===== config.mk =====
export PLATFORM = sky130hd
export DESIGN_NAME = fsm_dual_edge_gen_flat
export DESIGN_NICKNAME = d
export VERILOG_FILES = /design/src/rtl/fsm_dual_edge_gen_pkg.sv /design/src/rtl/fsm_dual_edge_gen_if.sv /design/src/rtl/fsm_dual_edge_gap_cnt.sv /design/src/rtl/fsm_dual_edge_gen.sv /design/src/flat_wrapper.sv
export SDC_FILE = /design/constraint.sdc
export NUM_CORES = 1
export LEC_CHECK = 0
export CAP_MARGIN = 20
export CORE_MARGIN = 10
export CORE_UTILIZATION = 40
export DETAILED_ROUTE_END_ITERATION = 8
export GPL_ROUTABILITY_DRIVEN = 0
export SLEW_MARGIN = 25
export SYNTH_ARGS = -nofsm -noshare
export SYNTH_HDL_FRONTEND = slang
export SYNTH_HIERARCHICAL = 1
export SYNTH_SLANG_ARGS = --single-unit
export TNS_END_PERCENT = 10

===== constraint.sdc =====
create_clock -name clk -period 6.4 [get_ports clk]
set_clock_uncertainty 0.05 [all_clocks]
set_input_delay 0.64 -clock clk [delete_from_list [all_inputs] [get_ports clk]]
set_output_delay 0.64 -clock clk [all_outputs]
set_load 0.02 [all_outputs]

===== src/rtl/fsm_dual_edge_gen_pkg.sv =====
// Shared definitions for the dual-edge generator: FSM state encoding and default widths.
package fsm_dual_edge_gen_pkg;

    localparam int unsigned CNT_W_DEF = 8;
    localparam int unsigned GAP_W_DEF = 8;

    // Encodings are kept fixed because the detector-side bench relies on them.
    typedef enum logic [1:0] {
        S_IDLE = 2'd0,
        S_GAP  = 2'd1,
        S_FIN  = 2'd2
    } state_e;

endpackage


===== src/rtl/fsm_dual_edge_gen_if.sv =====
// Command/handshake and line outputs of the dual-edge generator.
interface fsm_dual_edge_gen_if
    import fsm_dual_edge_gen_pkg::*;
#(
    parameter int unsigned CNT_W = CNT_W_DEF,
    parameter int unsigned GAP_W = GAP_W_DEF
);

    logic             cmd_valid;
    logic             cmd_ready;
    logic [CNT_W-1:0] cmd_edges;
    logic [GAP_W-1:0] cmd_gap;
    logic             abort;
    logic             dout;
    logic             edge_strobe;
    logic             busy;
    logic             done;

    modport master (
        output cmd_valid, cmd_edges, cmd_gap, abort,
        input  cmd_ready, dout, edge_strobe, busy, done
    );

    modport slave (
        input  cmd_valid, cmd_edges, cmd_gap, abort,
        output cmd_ready, dout, edge_strobe, busy, done
    );

endinterface


===== src/rtl/fsm_dual_edge_gap_cnt.sv =====
// Loadable down-counter with zero flag; saturates at zero rather than wrapping.
module fsm_dual_edge_gap_cnt #(
    parameter int unsigned GAP_W = 8
) (
    input  logic             clk,
    input  logic             rst,
    input  logic             load,
    input  logic             dec,
    input  logic [GAP_W-1:0] load_val,
    output logic             zero
);

    logic [GAP_W-1:0] cnt_q, cnt_d;

    always_comb begin
        cnt_d = cnt_q;
        if (load) begin
            cnt_d = load_val;
        end else if (dec && (cnt_q != '0)) begin
            cnt_d = cnt_q - GAP_W'(1);
        end
    end

    always_ff @(posedge clk) begin
        if (!rst) begin
            cnt_q <= '0;
        end else begin
            cnt_q <= cnt_d;
        end
    end

    assign zero = (cnt_q == '0);

endmodule


===== src/rtl/fsm_dual_edge_gen.sv =====
// Dual-edge transmitter: emits a programmed number of dout transitions spaced gap+1 cycles apart.
module fsm_dual_edge_gen
    import fsm_dual_edge_gen_pkg::*;
#(
    parameter int unsigned CNT_W = CNT_W_DEF,
    parameter int unsigned GAP_W = GAP_W_DEF
) (
    input  logic                  clk,
    input  logic                  rst,
    fsm_dual_edge_gen_if.slave    bus
);

    state_e           state_q, state_d;
    logic [CNT_W-1:0] edges_left_q, edges_left_d;
    logic [GAP_W-1:0] gap_lat_q, gap_lat_d;
    logic             dout_q, dout_d;
    logic             strobe_q, strobe_d;

    logic             gc_load;
    logic             gc_dec;
    logic [GAP_W-1:0] gc_val;
    logic             gc_zero;

    fsm_dual_edge_gap_cnt #(
        .GAP_W (GAP_W)
    ) u_gap_cnt (
        .clk      (clk),
        .rst      (rst),
        .load     (gc_load),
        .dec      (gc_dec),
        .load_val (gc_val),
        .zero     (gc_zero)
    );

    always_comb begin
        state_d      = state_q;
        edges_left_d = edges_left_q;
        gap_lat_d    = gap_lat_q;
        dout_d       = dout_q;
        strobe_d     = 1'b0;
        gc_load      = 1'b0;
        gc_dec       = 1'b0;
        gc_val       = gap_lat_q;

        unique case (state_q)
            S_IDLE: begin
                if (bus.cmd_valid) begin
                    gc_load      = 1'b1;
                    gc_val       = bus.cmd_gap;
                    gap_lat_d    = bus.cmd_gap;
                    edges_left_d = bus.cmd_edges;
                    state_d      = (bus.cmd_edges == '0) ? S_FIN : S_GAP;
                end
            end
            S_GAP: begin
                // Abort wins over a toggle due in the same cycle.
                if (bus.abort) begin
                    state_d = S_FIN;
                end else if (gc_zero) begin
                    dout_d   = ~dout_q;
                    strobe_d = 1'b1;
                    gc_load  = 1'b1;
                    if (edges_left_q != '0) begin
                        edges_left_d = edges_left_q - CNT_W'(1);
                    end
                    if (edges_left_q == CNT_W'(1)) begin
                        state_d = S_FIN;
                    end
                end else begin
                    gc_dec = 1'b1;
                end
            end
            S_FIN: begin
                state_d = S_IDLE;
            end
            default: begin
                state_d = S_IDLE;
            end
        endcase
    end

    always_ff @(posedge clk) begin
        if (!rst) begin
            state_q      <= S_IDLE;
            edges_left_q <= '0;
            gap_lat_q    <= '0;
            dout_q       <= 1'b0;
            strobe_q     <= 1'b0;
        end else begin
            state_q      <= state_d;
            edges_left_q <= edges_left_d;
            gap_lat_q    <= gap_lat_d;
            dout_q       <= dout_d;
            strobe_q     <= strobe_d;
        end
    end

    assign bus.cmd_ready   = (state_q == S_IDLE);
    assign bus.busy        = (state_q != S_IDLE);
    assign bus.done        = (state_q == S_FIN);
    assign bus.dout        = dout_q;
    assign bus.edge_strobe = strobe_q;

endmodule


===== src/flat_wrapper.sv =====
// flat-port wrapper written by rule: the top's interface ports become plain ports
module fsm_dual_edge_gen_flat import fsm_dual_edge_gen_pkg::*;
#(
    parameter int unsigned CNT_W = CNT_W_DEF,
    parameter int unsigned GAP_W = GAP_W_DEF
)
  (clk, rst, bus_cmd_valid, bus_cmd_edges, bus_cmd_gap, bus_abort, bus_cmd_ready, bus_dout, bus_edge_strobe, bus_busy, bus_done);
  fsm_dual_edge_gen_if #(.CNT_W(CNT_W), .GAP_W(GAP_W)) bus_i ();
  input  logic clk;
  input  logic rst;
  input wire logic [$bits(bus_i.cmd_valid)-1:0] bus_cmd_valid;
  input wire logic [$bits(bus_i.cmd_edges)-1:0] bus_cmd_edges;
  input wire logic [$bits(bus_i.cmd_gap)-1:0] bus_cmd_gap;
  input wire logic [$bits(bus_i.abort)-1:0] bus_abort;
  output wire logic [$bits(bus_i.cmd_ready)-1:0] bus_cmd_ready;
  output wire logic [$bits(bus_i.dout)-1:0] bus_dout;
  output wire logic [$bits(bus_i.edge_strobe)-1:0] bus_edge_strobe;
  output wire logic [$bits(bus_i.busy)-1:0] bus_busy;
  output wire logic [$bits(bus_i.done)-1:0] bus_done;
  assign bus_i.cmd_valid = bus_cmd_valid;
  assign bus_i.cmd_edges = bus_cmd_edges;
  assign bus_i.cmd_gap = bus_cmd_gap;
  assign bus_i.abort = bus_abort;
  assign bus_cmd_ready = bus_i.cmd_ready;
  assign bus_dout = bus_i.dout;
  assign bus_edge_strobe = bus_i.edge_strobe;
  assign bus_busy = bus_i.busy;
  assign bus_done = bus_i.done;
  fsm_dual_edge_gen #(.CNT_W(CNT_W), .GAP_W(GAP_W)) u_core (.clk(clk), .rst(rst), .bus(bus_i));
endmodule

==> results_dict.tcl <==
set metrics [dict create \
    synth_top_family_by_area "simple AND/OR/NAND/NOR gates" \
    drtPass1Iterations 4 \
    synth_top_area_share 0.330 \
    crit_type "flip-flop to flip-flop" \
    syn-num-nets 213 \
    nNetsFinal 233 \
    drive_above_1_share 0.121 \
    synth_compound_area_frac 0.215 \
    drtAntennaViolNets 0 \
    clk_pin_slew_ps 90 \
    netlist_area_um2 1700 \
    place_hpwl_mm 3.09 \
    met2_length_mm 2.06 \
    yosysMostFrequentCell "dfxtp_1" \
    antenna_cells 0 \
    cts_max_path_buffers 2 \
    groute.usage.overall 0.114 \
    yosys.area_share.simple 0.276 \
    yosys.area_share.adder 0.0369 \
    wire_per_inst_um 16.1 \
    cts.sinks 28 \
    drv_slew 0 \
    synth_edf_count 0 \
    clock_latency_ps 280 \
    max_freq_mhz 318 \
    cts_tree "done" \
    crit_arrival_ps 3270 \
    antenna_found_initial 0 \
    num_vias 1448 \
    drc_errors 0 \
    max_cap_violations 0 \
    cp-end-kind "flip-flop" \
    nFillCells 380 \
    postSynth.asyncResetShare 0 \
    postCtsSetupBuffers 0 \
    status "complete, no violations" \
    relSlewSlack 0.452 \
    synthMuxAreaShare 0.0590 \
    hold_path_class "flip-flop to flip-flop" \
    die_h_um 85.1 \
    cts_resized 0 \
    synth-seq-cells 28 \
    cp-start-kind "flip-flop" \
    hold_violations 0 \
    numCtsBuffers 3 \
    synth_area_leaders "dfxtp_1 33%, mux2_2 4.6%, and2_1 4.4%" \
    synth_cell_types 56 \
    core_area_um2 4060 \
    syn_to_final_growth_pct 17.3 \
    grt_pass1_vias 1452 \
    globalRouteOverflowTotal 0 \
    routed_wl_mm 4.14 \
    synth_xor_area_frac 0.0206 \
    grt_max_degree 31 \
    grt_first_pass_wirelength_mm 6.96 \
    finalSetupTns_ps 0 \
    critPathMaxFanout 15 \
    cts-root-buf "clkbuf_8" \
    period_needed_ps 3150 \
    yosysWarnings 6 \
    tightest_slew_ps 814 \
    wl_met3_um 139 \
    rsz0062_at_grt "no" \
    initial_core_util 0.418 \
    post_drt_via_cell_ratio 5.63 \
    m1WireLength_mm 1.89 \
    seq_area_frac_synth 0.330 \
    powerDensity_nw_per_um2 295 \
    dieWidth_um 85.1 \
    yosys.area.top_type "dfxtp_1" \
    setup_viol 0 \
    post-route-period-util 0.491 \
    ioPinCount 25 \
    synth_flop_cell "dfxtp_1" \
    cp.required_ps 6530 \
    num_rows 23 \
    cts_max_level 1 \
    cts_hold_buffers 0 \
    netlist_instances 188 \
    syn_area_per_cell_um2 9.02 \
    port_buffers 24 \
    vdd_ir_drop_max_mv 0.121 \
    power_leakage_nw 0.758 \
    synth_top_cells_by_count "28 x dfxtp_1, 12 x and2_1, 10 x nor2_1" \
    dieArea_um2 7250 \
    highest_layer "met4" \
    final_util 0.491 \
    drt_iter0_drc 97 \
]
-- layout by cell type, fill, tap and decap left out, types with 2 or more instances in the layout --
cell type,instances
o21ai_1,2
o21a_1,3
a31oi_1,4
nand3_1,5
o31a_1,2
xnor2_1,4
a21boi_1,5
clkdlybuf4s50_1,24
inv_1,9
and2_1,12
nor4_1,2
nor3_1,5
clkbuf_8,4
a21oi_1,9
mux2_2,7
nor3b_1,5
ha_1,5
a211o_1,4
nand2_1,9
o31ai_1,7
or4_1,2
dfxtp_1,28
nor2_1,10
nand4_1,4
o21ai_0,6
-- stage by stage --
| stage | power, mW | area (um^2) | setup slack (ps) | hold slack, ps | std cells |
|---|---|---|---|---|---|
| 4_1_cts | 0.592 | 1990 | 3290 | 455 | 257 |
| 2_1_floorplan | 0.422 | 1700 | 3620 | 411 | 188 |
| 6_report | 0.587 | 1990 | 3250 | 452 | 257 |
| 3_5_place_dp | 0.479 | 1940 | 3310 | 435 | 253 |
| 3_3_place_gp | 0.471 | 1940 | 3450 | 428 | 253 |
| 5_1_grt | 0.632 | 1990 | 2950 | 488 | 257 |
-- worst paths after layout --
| check | from | endpoint | slack (ps) | cells past startpoint |
|---|---|---|---|---|
| setup / recovery | u_core/u_gap_cnt/cnt_q[2] | u_core/u_gap_cnt/cnt_q[2] | 3250 | 9 |
| hold / removal | u_core/edges_left_q[7] | u_core/edges_left_q[7] | 450 | 2 |
| setup reg to reg | u_core/u_gap_cnt/cnt_q[2] | u_core/u_gap_cnt/cnt_q[2] | 3250 | 9 |
| hold reg to reg | u_core/edges_left_q[7] | u_core/edges_left_q[7] | 450 | 2 |
-- sequential cells by signal, summed over array words and instances, names as in the netlist --
signal and count:
u_core/edges_left_q 8, u_core/gap_lat_q 8, u_core/u_gap_cnt/cnt_q 8, u_core/state_q 2, u_core/bus.dout 1, u_core/bus.edge_strobe 1
-- per-layer routing --
metal  global-route usage  vias up
met1                0.133      689
met5                    0        -
met4               0.0359        0
met3               0.0220        5
li1                     -      726
met2                0.202       28
-- report_power, final --
group | internal, mW | switching [mW]
sequential | 0.201 | 0.0322
combinational | 0.111 | 0.132
clock | 0.0551 | 0.0558
-- critical path, stage by stage, from the launching register on --
cell      delay [ps]
dfxtp_1          370
or4_4            590
nor4_1           640
nand3b_1         140
a21o_1           400
inv_1            330
nor3b_1          100
a21oi_1          170
o31ai_1           80
and2_1           170
-- logic make-up (layout without fill, tap and decap cells) --
family / count (synthesis) / count (layout)
compound gates: 50 / 50
xor+xnor: 4 / 4
flops: 28 / 28
simple gates: 73 / 73
buf+inv: 19 / 38
fa+ha+maj: 5 / 5
mux: 9 / 9
-- area by class of cell --
class | instances | area (um^2) | area share
Multi-Input combinational cell | 141 | 1030 | 0.518
Sequential cell | 28 | 561 | 0.282
Timing Repair Buffer | 25 | 248 | 0.124
Tap cell | 50 | 62.6 | 0.0314
Clock buffer | 4 | 55.1 | 0.0277
Inverter | 9 | 33.8 | 0.0170
Note: power is estimated with default switching activity, not from simulation.
